`src/rtl/encoder_pkg.sv`:
```
// Shared constants for the active-low request encoder.
package encoder_pkg;

  // Decoding mode selectors
  localparam int MODE_STRICT = 0;
  localparam int MODE_PRIO   = 1;

  // Width of the saturating error counter
  localparam int ERR_CNT_W   = 16;

  // Saturating 2-bit increment used to classify "none / one / many" low bits
  function automatic logic [1:0] sat_inc2(input logic [1:0] v);
    if (v == 2'd3) begin
      sat_inc2 = 2'd3;
    end else begin
      sat_inc2 = v + 2'd1;
    end
  endfunction

endpackage

```
`src/rtl/encoder_n_low_core.sv`:
```
// Combinational decoder for N active-low request lines.
// STRICT: exactly one low bit gives its index; anything else is an error.
// PRIO: the lowest-index low bit wins; no low bit is an error.
module encoder_n_low_core
  import encoder_pkg::*;
#(
  parameter int N    = 8,
  parameter int MODE = MODE_STRICT,
  localparam int W   = $clog2(N)
) (
  input  logic [N-1:0] w,
  output logic [W-1:0] y,
  output logic         err
);

  logic [W-1:0] w_low_idx;
  logic [1:0]   w_low_cnt;

  // Scan from the top down so the last hit recorded is the lowest index
  always_comb begin
    w_low_idx = {W{1'b0}};
    w_low_cnt = 2'd0;
    for (int i = N - 1; i >= 0; i--) begin
      if (!w[i]) begin
        w_low_idx = W'(i);
        w_low_cnt = sat_inc2(w_low_cnt);
      end else begin
        w_low_idx = w_low_idx;
      end
    end
  end

  // Map the scan result to code/error according to the selected mode
  always_comb begin
    y   = {W{1'b0}};
    err = 1'b1;
    if (MODE == MODE_PRIO) begin
      if (w_low_cnt != 2'd0) begin
        y   = w_low_idx;
        err = 1'b0;
      end else begin
        y   = {W{1'b0}};
        err = 1'b1;
      end
    end else begin
      if (w_low_cnt == 2'd1) begin
        y   = w_low_idx;
        err = 1'b0;
      end else begin
        y   = {W{1'b0}};
        err = 1'b1;
      end
    end
  end

endmodule

```
`src/rtl/encoder_n_low_reg.sv`:
```
// Registered active-low encoder with a one-deep valid/ready result stage
// and a saturating count of accepted error results.
module encoder_n_low_reg
  import encoder_pkg::*;
#(
  parameter int N    = 8,
  parameter int MODE = MODE_STRICT,
  localparam int W   = $clog2(N)
) (
  input  logic                 clk,
  input  logic                 rst,
  input  logic                 in_valid,
  output logic                 in_ready,
  input  logic [N-1:0]         w,
  output logic                 out_valid,
  input  logic                 out_ready,
  output logic [W-1:0]         y,
  output logic                 err,
  output logic [ERR_CNT_W-1:0] err_count
);

  logic                 r_out_valid;
  logic [W-1:0]         r_y;
  logic                 r_err;
  logic [ERR_CNT_W-1:0] r_err_count;

  logic [W-1:0]         w_core_y;
  logic                 w_core_err;
  logic                 w_accept;

  encoder_n_low_core #(
    .N    (N),
    .MODE (MODE)
  ) u_core (
    .w   (w),
    .y   (w_core_y),
    .err (w_core_err)
  );

  // The slot is free when empty or being drained this cycle
  assign in_ready = !r_out_valid || out_ready;
  assign w_accept = in_valid && in_ready;

  // Result register: load on accept, clear valid on drain, otherwise hold
  always_ff @(posedge clk) begin
    if (rst) begin
      r_out_valid <= 1'b0;
      r_y         <= {W{1'b0}};
      r_err       <= 1'b0;
    end else if (w_accept) begin
      r_out_valid <= 1'b1;
      r_y         <= w_core_y;
      r_err       <= w_core_err;
    end else if (out_ready) begin
      r_out_valid <= 1'b0;
    end else begin
      r_out_valid <= r_out_valid;
    end
  end

  // Saturating count of accepted words that decode as errors
  always_ff @(posedge clk) begin
    if (rst) begin
      r_err_count <= {ERR_CNT_W{1'b0}};
    end else if (w_accept && w_core_err && (r_err_count != {ERR_CNT_W{1'b1}})) begin
      r_err_count <= r_err_count + ERR_CNT_W'(1);
    end else begin
      r_err_count <= r_err_count;
    end
  end

  assign out_valid = r_out_valid;
  assign y         = r_y;
  assign err       = r_err;
  assign err_count = r_err_count;

endmodule

```
`config.mk`:
```
export PLATFORM = sky130hd
export DESIGN_NAME = encoder_n_low_reg
export DESIGN_NICKNAME = d
export VERILOG_FILES = /design/src/rtl/encoder_pkg.sv /design/src/rtl/encoder_n_low_core.sv /design/src/rtl/encoder_n_low_reg.sv
export SDC_FILE = /design/constraint.sdc
export NUM_CORES = 1
export LEC_CHECK = 0
export BUFFER_PORTS_ARGS = -buffer_cell sky130_fd_sc_hd__buf_2
export CORE_ASPECT_RATIO = 0.9
export CORE_MARGIN = 10
export CORE_UTILIZATION = 55
export CTS_CLUSTER_SIZE = 12
export DETAILED_ROUTE_END_ITERATION = 7
export PLACE_DENSITY = 0.82
export SYNTH_ARGS = -nofsm -noshare
export SYNTH_HDL_FRONTEND = slang
export SYNTH_HIERARCHICAL = 1
export SYNTH_SLANG_ARGS = --single-unit
export TNS_END_PERCENT = 50
```
`constraint.sdc`:
```
create_clock -name clk -period 7.5 [get_ports clk]
set_clock_uncertainty 0.2 [all_clocks]
set_input_delay 0.75 -clock clk [delete_from_list [all_inputs] [get_ports clk]]
set_output_delay 0.75 -clock clk [all_outputs]
set_load 0.01 [all_outputs]
```
==> results.py, run 1 <==
metrics = {
    "outcome": {
        "outcome": "finished, final reports clean",
    },
    "detailed_routing": {
        "drt_iter0_markers": 105,
        "maxUsedRoutingLayer": "met4",
        "vias_per_cell": 6.43,
        "vias": 1388,
        "wl_met1_mm": 1.37,
        "wire_per_inst_um": 15.8,
        "detail-route-antenna-nets": 0,
        "wl_met2_mm": 1.65,
        "routed_wl_mm": 3.41,
        "route.met3.wl_um": 347,
        "drc_errors": 0,
        "dr.pass1.iters": 4,
    },
    "clock_tree": {
        "cts_root_buffer": "clkbuf_4",
        "clockBufferDepth": 2,
        "postCtsSetupRepairBufs": 0,
        "cts.repair.resized": 0,
        "htreeDepth": 1,
        "cts_hold_buffers": 0,
        "cts_buffers": 3,
        "cts_tree": "yes",
        "clock_latency_ns": 0.31,
        "clkSinkCount": 21,
        "clkSlewWorstSetupHoldPaths_ns": 0.12,
    },
    "floorplanning": {
        "coreArea_sq_um": 2200,
        "row_count": 16,
        "num_io_pins": 34,
        "die_x_um": 71.2,
        "dieArea_sq_um": 4700,
        "die_h_um": 66.0,
        "start_util": 0.588,
    },
    "critical_path": {
        "path_class": "in -> reg",
        "critPathLaunchType": "input pin",
        "regToRegSetupSlack_ns": 5.05,
        "critPathRequiredTime_ns": 7.54,
        "crit_fanout": 8,
        "arrival_ns": 3.25,
        "cp-end-kind": "flop",
    },
    "synth": {
        "synth_top_cells_by_area": "dfxtp_1 (32%), a21oi_1 (6.6%), ha_1 (4.8%)",
        "synth.distinct_cells": 41,
        "syn_inst": 158,
        "yosys.area.top_type_share": 0.325,
        "synthMuxAreaShare": 0.0415,
        "synth_compound_area_frac": 0.178,
        "ys_seq_area_frac": 0.325,
        "synth_top_family_by_area": "simple AND/OR/NAND/NOR gates",
        "synth_edf_count": 0,
        "yosys_warnings": 6,
        "avgSynthCellArea_sq_um": 8.20,
        "ys_async_sr_fraction": 0,
        "netlist_area_sq_um": 1290,
        "synth_commonest_cells": "dfxtp_1 (21), a21oi_1 (17), nand2_1 (14)",
        "synth.net_count": 175,
        "synth_most_common_cell": "dfxtp_1",
        "synth_xor_area_frac": 0.0135,
        "synth_fa_ha_area_frac": 0.0483,
        "synth_seq_cells": 21,
        "synthSimpleGateAreaFrac": 0.346,
        "ys.flop_type": "dfxtp_1",
        "yosysTopAreaCell": "dfxtp_1",
    },
    "placement": {
        "dp_hpwl_mm": 2.64,
        "globalplace.congestion": 0.873,
        "portBuffers": 33,
        "placed_cells": 212,
    },
    "layout": {
        "stdcell_count": 216,
        "n_antenna_cell": 0,
        "nNetsFinal": 207,
        "area_growth_pct": 14.7,
        "drive_gt1_frac": 0.249,
    },
    "sta": {
        "fin_crit_sh": 0.427,
        "setup_violations": 0,
        "period_minus_slack_ns": 3.20,
        "setup_tns_ns": 0,
        "hold_viol_final": 0,
        "holdWs_ns": 0.264,
        "tightest_slew_ns": 1.06,
        "grt_setup_unrepaired": "no",
        "slew_headroom": 0.285,
        "slew_viol_final": 0,
        "clock.fmax_mhz": 312,
    },
    "grt": {
        "grt_pass1_wl_mm": 5.62,
        "grt_max_degree": 25,
        "track_usage": 0.140,
        "grt_pass1_vias": 1272,
        "antenna_found_initial": 0,
        "gr-total-overflow": 0,
    },
    "power": {
        "powerDensity_nw_per_um2": 133,
        "peakVddDrop_uv": 114,
        "p_leak_nw": 0.582,
    },
    "job": {
        "cap_violations": 0,
    },
    "hold_path": {
        "holdCritPathClass": "reg -> reg",
    },
}
## path summary, 6_finish.rpt
path	end	start	depth (start not counted)
hold / removal	y[2]$_SDFFE_PP0P_	y[2]$_SDFFE_PP0P_	2
setup reg to reg	err_count[13]$_SDFFE_PP0P_	err_count[5]$_SDFFE_PP0P_	4
hold reg to reg	y[2]$_SDFFE_PP0P_	y[2]$_SDFFE_PP0P_	2
setup / recovery	err_count[10]$_SDFFE_PP0P_	w[6]	10
## metal layers
| metal | track usage | up-vias |
|---|---|---|
| li1 | - | 668 |
| met1 | 0.157 | 633 |
| met2 | 0.231 | 73 |
| met3 | 0.0616 | 14 |
| met4 | 0.0459 | 0 |
| met5 | 0 | - |
## placed cells by master (no fill, tap or decap), types with 2 or more instances in the layout
cell type,synthesis,layout
or4b_1,2,2
nand2b_1,3,3
nand4b_1,2,2
or3_1,4,4
o41ai_1,4,4
and4_1,2,2
buf_2,1,33
ha_1,5,5
nor3_1,4,4
inv_1,7,7
nand2_1,14,14
mux2_2,3,3
dfxtp_1,21,21
nor4_1,3,3
mux2i_1,2,2
nand3_1,10,10
o31ai_1,4,4
nand4_1,5,5
or4_1,6,6
a21oi_1,17,17
xnor2_1,2,2
nor2_1,10,10
o21ai_0,4,4
clkbuf_4,0,3
nor2b_1,5,5
## sequential cells by signal, summed over array words and instances, names as in the netlist
name,flops
err_count,16
err,1
out_valid,1
y,3
## layout make-up
| cell class | instances | area (sq um) |
|---|---|---|
| Multi-Input combinational cell | 124 | 812 |
| Clock buffer | 3 | 22.5 |
| Timing Repair Buffer | 33 | 165 |
| Tap cell | 27 | 33.8 |
| Fill cell | 202 | 717 |
| Inverter | 7 | 26.3 |
| Clock inverter | 1 | 5.00 |
| Sequential cell | 21 | 420 |
## power by group
group	leakage [nW]	internal, W	switching, W
sequential	0.170	0.000113	0.00000161
combinational	0.394	0.0000104	0.0000165
clock	0.0177	0.0000199	0.0000354
total	0.582	0.000144	0.0000535
## through the flow
step	instance area, sq um	worst slack, ns	utilization	power, W
after floorplan	1290	4.33	-	0.000135
after global placement	1460	4.12	0.662	0.000143
after detailed placement	1460	4.01	0.662	0.000144
after CTS	1490	4.33	0.674	0.000197
after global routing	1490	4.12	0.674	0.000206
final	1490	4.30	0.674	0.000197
## critical path, cell delays in order
cell and delay (ns):
buf_2 0.12, inv_1 0.05, ha_1 0.33, xnor2_1 0.20, mux2i_1 0.12, a32oi_1 0.44
nand2_2 0.13, or3_1 0.48, or4b_1 0.49, a21oi_1 0.15
## kinds of logic (layout without fill, tap and decap cells)
| kind of cell | after synthesis | in the layout |
|---|---|---|
| buf+inv | 13 | 44 |
| fa+ha+maj | 5 | 5 |
| xor+xnor | 2 | 2 |
| compound gates | 35 | 35 |
| mux | 5 | 5 |
| flops | 21 | 21 |
| simple gates | 77 | 77 |
Note: power is estimated with default switching activity, not from simulation.
==> run 2: changes to the inputs <==
Settings changed: CORE_UTILIZATION 55 to 47, PLACE_DENSITY 0.82 to 0.74.
Clock period 7.5 ns to 2.9 ns, I/O delays scaled along.
==> run 2 against run 1 <==
Compared with the run above:
- wire length is 2.6% lower
- clock-buffer cell count stayed put
- register-to-register slack worse by 4.3 ns
- worst hold slack worse by 0.16 ns
- global-route usage is 1.7 points lower
- largest cell class unchanged
- critical path depth stayed put
- cell count is 2.8% higher
- combinational power grew to 2.7 times the previous value
- clock power grew to 2.7 times the previous value
- sequential share of layout area is 0.72 points lower
==> results.py, run 2 (same netlist as run 1, synthesis figures left out) <==
metrics = {
    "placement": {
        "dp_hpwl_mm": 2.55,
        "post_dp_cell_area_sq_um": 1500,
        "place_worst_setup_slack_ns": -0.0164,
        "globalplace.congestion": 0.790,
        "portBuffers": 33,
    },
    "hold_path": {
        "holdCritPathClass": "in -> reg",
    },
    "layout": {
        "nNetsFinal": 212,
        "n_antenna_cell": 0,
        "postLayoutCoreUtil": 0.597,
        "layout_commonest_cell": "buf_2",
        "area_growth_pct": 17.7,
        "drive_gt1_frac": 0.268,
        "stdcell_area_sq_um": 1520,
        "final_cell_mix": "buf_2 (33), dfxtp_1 (21), a21oi_1 (17)",
        "largest_register_ffs": 16,
    },
    "critical_path": {
        "crit_fanout": 8,
        "cp-end-kind": "flop",
        "path_class": "in -> reg",
        "max_stage_delay_ns": 0.50,
        "worstPathCellList": "buf_2 > inv_1 > ha_1 > xnor2_1 > mux2i_1 > a32oi_1 > nand2_2 > or3_1 > or4b_1 > a21oi_1",
        "critPathRequiredTime_ns": 2.95,
        "cp_top_family": "simple AND/OR/NAND/NOR gates",
        "arrival_ns": 2.65,
        "path_buf_inv": 2,
        "crit_slowest_cell": "or4b_1",
        "critPathLaunchType": "input pin",
    },
    "outcome": {
        "outcome": "finished, final reports clean",
    },
    "floorplanning": {
        "die_x_um": 75.3,
        "coreArea_sq_um": 2550,
        "dieArea_sq_um": 5260,
        "num_io_pins": 34,
        "start_util": 0.507,
        "row_count": 17,
        "die_h_um": 69.8,
    },
    "grt": {
        "grt_max_degree": 25,
        "antenna_found_initial": 0,
        "grt_pass1_vias": 1182,
        "gr-total-overflow": 0,
        "track_usage": 0.122,
        "grt_pass1_wl_mm": 5.32,
    },
    "power": {
        "internal_power_w": 0.000374,
        "clkPwrFrac": 0.286,
        "p_comb_frac": 0.140,
        "powerDensity_nw_per_um2": 340,
        "peakVddDrop_uv": 184,
        "totalPowerFinal_w": 0.000518,
        "seqPwrFrac": 0.574,
        "switching_power_w": 0.000143,
        "p_leak_nw": 0.607,
        "netSwitchingFraction": 0.277,
    },
    "clock_tree": {
        "cts.repair.resized": 0,
        "cts_tree": "yes",
        "cts_root_buffer": "clkbuf_4",
        "postCtsSetupRepairBufs": 0,
        "clock_latency_ns": 0.32,
        "clockBufferDepth": 2,
        "clkSinkCount": 21,
        "clkSlewWorstSetupHoldPaths_ns": 0.13,
        "cts_hold_buffers": 0,
        "cts_buffers": 3,
        "htreeDepth": 1,
    },
    "sta": {
        "tightest_slew_ns": 0.665,
        "hold_viol_final": 0,
        "clock.fmax_mhz": 384,
        "slew_headroom": 0.553,
        "finalWorstSetupSlack_ns": 0.299,
        "fin_crit_sh": 0.897,
        "setup_violations": 0,
        "slew_viol_final": 0,
        "setup_tns_ns": 0,
        "grt_setup_unrepaired": "no",
        "period_minus_slack_ns": 2.60,
    },
    "detailed_routing": {
        "wire_per_inst_um": 15.0,
        "vias_per_cell": 6.04,
        "dr.pass1.iters": 4,
        "detail-route-antenna-nets": 0,
        "vias": 1341,
        "routed_wl_mm": 3.32,
        "drc_errors": 0,
        "drt_iter0_markers": 50,
    },
    "job": {
        "cap_violations": 0,
    },
}
==> run 2: cell count changes in the layout (fill, tap and decap cells not counted), sizes merged <==
cell  previous run  this run
buf             33        38
==> run 2: area by class of cell <==
type / count / area [sq um]
clock buffer: 3 / 22.5
tap: 28 / 35.0
timing repair buffer: 38 / 203
sequential: 21 / 420
clock inverter: 1 / 5.00
fill: 254 / 1030
inverter: 7 / 26.3
multi-input combinational: 124 / 812
==> run 2: metal layers <==
layer  track usage  vias to the layer above  wire (um)
li1              -                      668          -
met1         0.160                      625       1560
met2         0.182                       44       1460
met3        0.0456                        4        266
met4        0.0307                        0         45
met5             0                        -          0
==> run 2: metrics by stage <==
step / hold WS (ns) / cells
after global routing: 0.0982 / 222
after global placement: 0.243 / 218
after CTS: 0.102 / 222
after floorplan: 0.280 / 158
after detailed placement: 0.250 / 218
final: 0.104 / 222
==> run 2: power by group through the flow <==
stage               Clock (W)  Combinational (W)  Sequential [W]
floorplan                   0          0.0000432        0.000305
global placement            0          0.0000700        0.000303
detailed placement          0          0.0000721        0.000304
CTS                  0.000151          0.0000723        0.000297
global route         0.000167          0.0000807        0.000298
finish               0.000148          0.0000724        0.000297
==> run 2: worst paths after layout <==
kind,cells past startpoint,slack [ns],startpoint,end
min,4,0.10,w[1],y[0]$_SDFFE_PP0P_
max,10,0.30,w[6],err_count[10]$_SDFFE_PP0P_
min reg2reg,2,0.27,y[2]$_SDFFE_PP0P_,y[2]$_SDFFE_PP0P_
max reg2reg,4,0.75,err_count[4]$_SDFFE_PP0P_,err_count[2]$_SDFFE_PP0P_
==> run 2: tightest hold or removal path, delay by kind of cell <==
kind / cells / cell delay, ns
buf+inv: 1 / 0.13
simple gates: 1 / 0.05
compound gates: 2 / 0.12
